[src/rtl/jtpang_palwr.sv]
// Palette write buffer for Pang.
// CPU palette writes are queued in a small FIFO and committed to the
// palette RAM only during blanking, so colours never change mid-line.
// CPU reads drain the queue first, then read the RAM, which keeps reads
// and writes in program order. cpu_wait stalls the CPU while the FIFO
// overflows into the pending slot and while a read is being served.

module jtpang_palwr #(
    parameter int AW         = 3,
    parameter int BLANK_ONLY = 1
) (
    input  logic        rst,
    input  logic        clk,
    input  logic        LHBL,
    input  logic        LVBL,
    input  logic        pal_cs,
    input  logic        wr_n,
    input  logic        rd_n,
    input  logic        pal_bank,
    input  logic [10:0] cpu_addr,
    input  logic [7:0]  cpu_dout,
    output logic [7:0]  pal_dout,
    output logic        cpu_wait,
    output logic [11:0] ram_addr,
    output logic [7:0]  ram_din,
    output logic        ram_we,
    input  logic [7:0]  ram_q
);

    localparam int DEPTH = 1 << AW;
    // One FIFO entry: {ram address, data}
    localparam int EW    = 20;

    localparam logic [1:0] ST_IDLE  = 2'd0;
    localparam logic [1:0] ST_DRAIN = 2'd1;
    localparam logic [1:0] ST_RADDR = 2'd2;
    localparam logic [1:0] ST_RDATA = 2'd3;

    // CPU strobes and their edge detectors
    logic        wr_ev, rd_ev;
    logic        wr_ev_l, rd_ev_l;
    logic        wr_edge, rd_edge;

    // RAM address formed from the CPU address at capture time
    logic [11:0] cpu_ram_addr;

    // FIFO storage and pointers (AW bits plus a wrap bit)
    logic [EW-1:0] fifo_mem [DEPTH];
    logic [AW:0]   wr_ptr, rd_ptr;
    logic          full, empty;
    logic [EW-1:0] head;

    // One-entry overflow slot used while the FIFO is full
    logic          pend_valid;
    logic [EW-1:0] pend_entry;
    logic          pend_nx;

    // Push / pop control
    logic          commit_ok;
    logic          pop;
    logic          can_push;
    logic          push_pend;
    logic          push_edge;
    logic          edge_to_pend;
    logic          push;
    logic [EW-1:0] push_entry;

    // Read FSM
    logic [1:0]  state, state_nx;
    logic [11:0] rd_addr;
    logic        drained;

    assign wr_ev   = pal_cs & ~wr_n;
    assign rd_ev   = pal_cs & ~rd_n & wr_n;
    assign wr_edge = wr_ev & ~wr_ev_l;
    assign rd_edge = rd_ev & ~rd_ev_l;

    assign cpu_ram_addr = {cpu_addr[0], pal_bank, cpu_addr[10:1]};

    assign empty = (wr_ptr == rd_ptr);
    assign full  = (wr_ptr[AW] != rd_ptr[AW]) &&
                   (wr_ptr[AW-1:0] == rd_ptr[AW-1:0]);
    assign head  = fifo_mem[rd_ptr[AW-1:0]];

    // Commits are only allowed while the beam is blanked, unless the
    // instance is configured to commit at any time.
    assign commit_ok = (BLANK_ONLY != 0) ? (~LHBL | ~LVBL) : 1'b1;

    // The RADDR cycle owns ram_addr, so the commit path stands aside.
    // The FIFO is empty by then, so no entry is held back.
    assign pop = ~empty & commit_ok & (state != ST_RADDR);

    // A pop in the same cycle frees a slot for a push even when full
    assign can_push = ~full | pop;

    // The pending write is older than any new edge, so it goes first.
    // A new edge while the pending slot is stuck can only happen if the
    // CPU ignores cpu_wait; it then replaces the pending write.
    assign push_pend    = pend_valid & can_push;
    assign push_edge    = wr_edge & ~pend_valid & can_push;
    assign edge_to_pend = wr_edge & ~push_edge;
    assign push         = push_pend | push_edge;
    assign push_entry   = push_pend ? pend_entry : {cpu_ram_addr, cpu_dout};
    assign pend_nx      = edge_to_pend | (pend_valid & ~push_pend);

    assign drained = empty & ~pend_valid;

    // Strobe edge detectors: a held strobe counts as a single access
    always_ff @(posedge clk) begin
        // NOTE: state registers use non-blocking assignments so every
        // always_ff samples the same pre-edge values.
        if (rst) begin
            wr_ev_l <= 1'b0;
            rd_ev_l <= 1'b0;
        end else begin
            wr_ev_l <= wr_ev;
            rd_ev_l <= rd_ev;
        end
    end

    // FIFO storage write port
    always_ff @(posedge clk) begin
        // NOTE: the storage array is not reset; the pointers alone define
        // which entries are valid, and leaving it out keeps it a plain RAM.
        if (push) begin
            fifo_mem[wr_ptr[AW-1:0]] <= push_entry;
        end
    end

    // FIFO pointers and the overflow slot
    always_ff @(posedge clk) begin
        if (rst) begin
            wr_ptr     <= '0;
            rd_ptr     <= '0;
            pend_valid <= 1'b0;
            pend_entry <= '0;
        end else begin
            if (push) wr_ptr <= wr_ptr + 1'b1;
            if (pop)  rd_ptr <= rd_ptr + 1'b1;
            pend_valid <= pend_nx;
            if (edge_to_pend) begin
                pend_entry <= {cpu_ram_addr, cpu_dout};
            end
        end
    end

    // Read FSM next-state logic
    always_comb begin
        // NOTE: default assignment first so no path leaves state_nx
        // unassigned, which would infer a latch.
        state_nx = state;
        case (state)
            ST_IDLE:  if (rd_edge) state_nx = ST_DRAIN;
            ST_DRAIN: if (drained) state_nx = ST_RADDR;
            ST_RADDR: state_nx = ST_RDATA;
            ST_RDATA: state_nx = ST_IDLE;
            default:  state_nx = ST_IDLE;
        endcase
    end

    // Read FSM state, latched read address and CPU read data
    always_ff @(posedge clk) begin
        if (rst) begin
            state    <= ST_IDLE;
            rd_addr  <= '0;
            pal_dout <= '0;
        end else begin
            state <= state_nx;
            if (state == ST_IDLE && rd_edge) begin
                rd_addr <= cpu_ram_addr;
            end
            // ram_q answers the address driven during RADDR
            if (state == ST_RDATA) begin
                pal_dout <= ram_q;
            end
        end
    end

    // CPU stall: overflow slot occupied or a read in flight
    always_ff @(posedge clk) begin
        if (rst) begin
            cpu_wait <= 1'b0;
        end else begin
            cpu_wait <= pend_nx | (state_nx != ST_IDLE);
        end
    end

    // Palette RAM port: commits from the FIFO head, or the read address
    always_ff @(posedge clk) begin
        if (rst) begin
            ram_we   <= 1'b0;
            ram_addr <= '0;
            ram_din  <= '0;
        end else begin
            ram_we <= pop;
            if (pop) begin
                ram_addr <= head[EW-1:8];
                ram_din  <= head[7:0];
            end else if (state == ST_DRAIN && drained) begin
                ram_addr <= rd_addr;
            end
        end
    end

endmodule

[config.mk]
export PLATFORM = sky130hd
export DESIGN_NAME = jtpang_palwr
export DESIGN_NICKNAME = d
export VERILOG_FILES = /design/src/rtl/jtpang_palwr.sv
export SDC_FILE = /design/constraint.sdc
export NUM_CORES = 1
export LEC_CHECK = 0
export ABC_AREA = 1
export CORE_UTILIZATION = 55
export CTS_CLUSTER_SIZE = 24
export DETAILED_ROUTE_END_ITERATION = 6
export PLACE_DENSITY_LB_ADDON = 0.08
export SETUP_SLACK_MARGIN = 0.5
export SYNTH_ARGS = -nofsm -noshare
export SYNTH_HDL_FRONTEND = slang
export SYNTH_SLANG_ARGS = --single-unit
[constraint.sdc]
create_clock -name clk -period 6.9 [get_ports clk]
set_input_delay 0.69 -clock clk [delete_from_list [all_inputs] [get_ports clk]]
set_output_delay 0.69 -clock clk [all_outputs]
set_load 0.01 [all_outputs]
==> impl_results.md, run 1 <==
- Largest net degree at the start of global routing: 81
- I/O Buffers: 64
- Crit path required time: 7100 ps
- FFs w/ async S/R, synth: 0
- Slowest CP cell: nor2_2
- Final WS setup: 3670 ps
- Clk buf depth: 3
- Count of cell types in the netlist: 33
- Total power: 0.00408 W
- Layout cell share with drive strength beyond 1: 0.0814
- Syn_nets: 1,117
- Sequential share of the synthesized area: 0.635
- Reg2Reg Setup Slack: 4020 ps
- GRT Resource Usage Total: 0.249
- Fin crit share: 0.468
- Peak supply drop: 0.225 mV
- CP most frequent cell: buf_4
- Antenna violations before repair: 0
- Critical path class: input port to register
- Worst reg2reg path depth: 7
- Biggest area consumer among synthesized cells: edfxtp_1
- Status: finished, final reports clean
- CTS resizes: 0
- Syn Inst Count: 1,080
- Clock Sinks: 238
- Pre-CTS setup slack: 3110 ps
- Max_slew headroom: 0.324
- Worst Hold Path EP: ram_din[6]$_SDFFE_PP0N_
- PwrDens: 352 mW/mm2
- Worst hold path type: register to register
- Worst-Skew Late Latency: 520 ps
- Total grt overflow: 0
- Std cell rows: 49
- Reg-to-Reg Start: wr_ev_l$_SDFF_PP0_
- Top Ports: 65
- First-pass GRT wire length: 35,300 um
- Worst-path cell chain: clkdlybuf4s50_1 > inv_1 > nand3b_1 > clkinv_1 > buf_4 > o21ai_1 > or2_2 > nor2_2 > buf_4
- Clk slew on worst S/H paths: 60 ps
- Final hold violation count: 0
- Final nets: 1,162
- Root buffer cell: clkbuf_16
- Post-route ant nets: 0
- Die Y: 137 um
- Slew Viols, Final: 0
- Max incr delay on CP: 490 ps
- Via count of the first global-routing pass: 6,710
- CP bufs+invs: 5
- DP Wirelength: 13,500 um
- CTS Hold Bufs: 0
- Initial drt markers: 514
- CTS tree: yes
- TNS Setup: 0 ps
- Layout Cells excl Fill: 1,372
- CTS buffer count: 24
- Max Cap Viol: 0
- Synth top area share: 0.479
- Routed WL: 22,800 um
- Diodes inserted: 0
- Worst Hold Slack: 463 ps
- Syn avg cell area: 9.29 um2
- CP endpoint kind: register
- Top post-synthesis cells by area: edfxtp_1 (48%), dfxtp_1 (16%), nand2_1 (15%)
- Die width: 137 um
- Post-synth EDFFs: 160
- Crit path arrival time: 3430 ps
- Count of state elements after synthesis: 238
- Hold Path Stages: 2
- Hold path start: ram_din[6]$_SDFFE_PP0N_
- Synth Warn #: 0
- Final Setup Violations: 0
- Routed vias: 7,325
- Crit-path max FO: 44
- Leak: 4.73 nW
- Vias per std cell: 5.34
- DP Cell Count: 1,328
- Count leader, synth: nand2_1
- Startpoint types: input port
- Placer congestion estimate: 0.767
- Fmax: 310 MHz
- H-tree depth: 1
- DRC violation count after routing: 0
- Setup Skew: 10.1 ps
- Starting Density: 0.560
- Unrepaired setup endpoints after global routing: no
- Postcts setup bufs: 0
- Synth-to-layout area growth: 15.7%
- DRT Pass-1 Iters: 5
- R2r endpoint: fifo_mem[6][10]$_DFFE_PP_
- WL per Instance: 16.6 um
- Mapped cell area: 0.0100 mm2
- Crit path max-delay family: buffers and inverters
- Die area: 0.0188 mm2
- Predominant post-synthesis flop cell: edfxtp_1
- Core area: 0.0179 mm2
- Worst-Margin Slew: 1010 ps
- Leading cell types by count after synthesis: nand2_1 (391), edfxtp_1 (160), nor2_1 (126)
- Minimum clock period: 3230 ps
[cell type report]
cell class              count  area (um2)
well taps                 229         287
fillers                  1542        6300
repair buffers             81         768
clock inverters             6        55.1
flip-flops and latches    238        6370
clock buffers              38         736
inverters                  56         210
multi-input cells         724        3180
[where the power goes]
group | total [W] | leakage [nW] | switching (W) | internal [W]
clock | 0.00129 | 0.396 | 0.000522 | 0.000767
combinational | 0.00110 | 2.25 | 0.000710 | 0.000386
sequential | 0.00170 | 2.09 | 0.0000702 | 0.00163
[layout by cell type (no fill, tap or decap), types with 3 or more instances in the layout]
| cell | n |
|---|---|
| nand3_1 | 26 |
| a21oi_1 | 68 |
| nor2_1 | 121 |
| clkinv_2 | 5 |
| dfxtp_1 | 77 |
| nand2_1 | 391 |
| clkbuf_8 | 6 |
| nor3_2 | 3 |
| o21ai_0 | 53 |
| inv_1 | 49 |
| inv_2 | 6 |
| o21ai_1 | 4 |
| nor3_1 | 3 |
| xor2_1 | 3 |
| buf_4 | 17 |
| edfxtp_1 | 160 |
| o22ai_1 | 16 |
| clkdlybuf4s50_1 | 64 |
| clkbuf_1 | 6 |
| nand3_2 | 10 |
| nand2_2 | 4 |
| clkbuf_16 | 25 |
| nor2_2 | 5 |
[worst reg2reg max path, cell delays in order (launching register included)]
cell	delay (ps)
dfxtp_1	290
nand3b_1	170
clkinv_1	60
buf_4	410
o21ai_1	370
or2_2	450
nor2_2	490
buf_4	340
[how the worst max path moves through the flow]
stage,to,depth (start not counted),from,slack [ps]
5_1_grt,fifo_mem[4][2]$_DFFE_PP_,9,wr_n,3490
2_1_floorplan,fifo_mem[3][0]$_DFFE_PP_,6,LHBL,3810
6_report,fifo_mem[6][10]$_DFFE_PP_,9,wr_n,3670
4_1_cts,fifo_mem[4][7]$_DFFE_PP_,9,wr_n,3650
3_3_place_gp,fifo_mem[4][5]$_DFFE_PP_,9,wr_n,3130
3_5_place_dp,fifo_mem[4][6]$_DFFE_PP_,9,wr_n,3110
[cell families after synthesis]
group / after synthesis / share of synthesized area
flip-flops: 238 / 0.635
AND/OR/NAND/NOR: 573 / 0.233
AO/OA/AOI/OAI: 146 / 0.0762
adder cells (fa/ha/maj): 2 / 0.00249
buffers and inverters: 118 / 0.0508
XOR/XNOR: 3 / 0.00262
[sequential cells by signal (all words and copies together) (netlist names), named ones only]
name	count
rd_ptr	4
state	2
pend_entry	20
ram_we	1
rd_ev_l	1
pal_dout	8
ram_addr	12
wr_ptr	4
cpu_wait	1
fifo_mem	160
wr_ev_l	1
rd_addr	12
pend_valid	1
ram_din	8
[metrics by stage]
step | utilization | cell area (um2)
after floorplan | - | 10000
after global placement | 0.604 | 10800
after detailed placement | 0.604 | 10800
after CTS | 0.648 | 11600
after global routing | 0.648 | 11600
final | 0.648 | 11600
[layer usage]
metal | global-route usage | part of all wire | vias up
li1 | - | - | 3630
met2 | 0.417 | 0.49 | 172
met3 | 0.0367 | 0.050 | 32
met5 | 0 | 0 | -
met4 | 0.0824 | 0.021 | 0
met1 | 0.332 | 0.44 | 3491
Power figures use the tool's default switching activity.
==> run 2, diff against run 1 <==
- clock period: 6.9 -> 3 ns (I/O delays scaled with it)
==> run 2 against run 1 <==
Compared with the run above:
- worst hold slack worse by 110 ps
- via count shrank 1.1%
- clock skew rose by 1.2 ps
- sequential share of layout area shrank 0.60 points
- critical path depth is 2 higher
- core utilization up 0.72 points
- worst setup slack got worse by 2900 ps
- critical path type is now register to register
- global-route usage fell by 0.15 points
- largest power group unchanged
- clock power rose by 130%
- final cell count up 0.87%
==> impl_results.md, run 2 (synthesis gave the netlist of run 1 again) <==
- Status: finished, final reports clean
- Via count of the first global-routing pass: 6,497
- Fmax: 456 MHz
- Clk buf depth: 3
- Worst-Margin Slew: 776 ps
- DP Wirelength: 13,600 um
- DP Cell Count: 1,340
- WL per Instance: 16.3 um
- Final nets: 1,174
- Startpoint types: register
- Critical path class: register to register
- Die area: 0.0188 mm2
- Largest net degree at the start of global routing: 81
- CP most frequent cell: nand2_1
- Layout cell share with drive strength beyond 1: 0.0918
- Commonest non-fill, non-tap cells in the layout: nand2_1 (391), edfxtp_1 (160), nor2_1 (121)
- CTS resizes: 0
- DRC violation count after routing: 0
- CTS buffer count: 24
- Worst-path cell chain: inv_2 > nand2_1 > nand2_1 > nor2_8 > nand2_4 > nand3_2 > buf_4 > nand2_1 > nand2_1 > nor2_1 > nor2_1
- CP endpoint kind: register
- Max_slew headroom: 0.483
- Total grt overflow: 0
- Fin crit share: 0.731
- Seq pwr share: 0.408
- Die Y: 137 um
- Minimum clock period: 2190 ps
- Starting Density: 0.560
- Peak supply drop: 0.806 mV
- CTS tree: yes
- Routed WL: 22,600 um
- Layout Cells excl Fill: 1,384
- Top Ports: 65
- H-tree depth: 1
- Leak: 4.80 nW
- I/O Buffers: 64
- Unrepaired setup endpoints after global routing: no
- Slowest CP cell: nand3_2
- Slew Viols, Final: 0
- First-pass GRT wire length: 34,900 um
- Crit path arrival time: 2600 ps
- Placer congestion estimate: 0.775
- Worst reg2reg path depth: 11
- PwrDens: 807 mW/mm2
- Synth-to-layout area growth: 17.0%
- Switching part of the total: 0.317
- Die width: 137 um
- Postcts setup bufs: 0
- DRT Pass-1 Iters: 5
- Worst hold path type: input port to register
- Most common cell after layout, fill and taps aside: nand2_1
- TNS Setup: 0 ps
- Clock Sinks: 238
- Sw power: 0.00300 W
- Setup Skew: 11.3 ps
- Max incr delay on CP: 560 ps
- Core area: 0.0179 mm2
- GRT Resource Usage Total: 0.247
- Clk slew on worst S/H paths: 60 ps
- Worst-Skew Late Latency: 520 ps
- Diodes inserted: 0
- Internal cell power: 0.00647 W
- Clock share of power: 0.319
- Hold Path Stages: 2
- Crit-path max FO: 29
- CTS Hold Bufs: 0
- Vias per std cell: 5.24
- Root buffer cell: clkbuf_16
- Std cell rows: 49
- Crit path required time: 3410 ps
- Antenna violations before repair: 0
- Final Setup Violations: 0
- Initial drt markers: 537
- Final hold violation count: 0
- Max FFs per register: 160
- Combinational Power Share: 0.273
- Routed vias: 7,246
- Post-route ant nets: 0
- Max Cap Viol: 0
==> run 2: cell types whose count changed in the layout (fill, tap and decap cells not counted) <==
cell / change
clkinv_4: +1
clkinvlp_2: +1
buf_4: +10
buf_12: +2
clkinv_2: +2
clkinvlp_4: +1
clkbuf_1: -4
bufinv_16: +2
clkbuf_2: -1
clkbuf_8: -5
clkinv_1: +3
==> run 2: final timing paths <==
kind | slack (ps) | startpoint | to
max | 810 | wr_ptr[0]$_SDFFE_PP0P_ | ram_addr[8]$_SDFFE_PP0P_
min | 350 | wr_n | wr_ev_l$_SDFF_PP0_
max reg2reg | 810 | wr_ptr[0]$_SDFFE_PP0P_ | ram_addr[8]$_SDFFE_PP0P_
min reg2reg | 470 | ram_din[5]$_SDFFE_PP0N_ | ram_din[5]$_SDFFE_PP0N_
==> run 2: layer usage <==
metal | vias up | global-route usage | share of wire
met3 | 53 | 0.0285 | 0.045
li1 | 3651 | - | -
met5 | - | 0 | 0
met1 | 3369 | 0.321 | 0.42
met4 | 0 | 0.0940 | 0.036
met2 | 173 | 0.425 | 0.49
==> run 2: worst max-delay path: cells and delay by family (launching register included) <==
family	cells	cell delay, ps
buffers and inverters	2	550
AND/OR/NAND/NOR	9	1170
flip-flops	1	350
==> run 2: cell type report <==
| type | count | area (um2) |
|---|---|---|
| inverters | 56 | 210 |
| clock inverters | 16 | 158 |
| fillers | 1474 | 6170 |
| repair buffers | 93 | 883 |
| clock buffers | 28 | 647 |
| multi-input cells | 724 | 3180 |
| flip-flops and latches | 238 | 6370 |
| well taps | 229 | 287 |
==> run 2: metrics by stage <==
| step | cell area, um2 | hold slack, ps | power [W] | setup slack, ps | utilization |
|---|---|---|---|---|---|
| after floorplan | 10000 | 378 | 0.00569 | 137 | - |
| after detailed placement | 10900 | 458 | 0.00652 | 649 | 0.610 |
| after global placement | 10900 | 453 | 0.00648 | 676 | 0.610 |
| after global routing | 11700 | 363 | 0.00996 | 631 | 0.655 |
| final | 11700 | 353 | 0.00947 | 807 | 0.655 |
| after CTS | 11700 | 341 | 0.00953 | 814 | 0.655 |
==> run 2: power groups by stage <==
| stage | combinational [W] | sequential [W] | clock, W |
|---|---|---|---|
| after floorplan | 0.00172 | 0.00396 | 0 |
| after global placement | 0.00256 | 0.00392 | 0 |
| after detailed placement | 0.00259 | 0.00393 | 0 |
| after CTS | 0.00261 | 0.00386 | 0.00306 |
| after global routing | 0.00291 | 0.00389 | 0.00317 |
| final | 0.00259 | 0.00386 | 0.00303 |
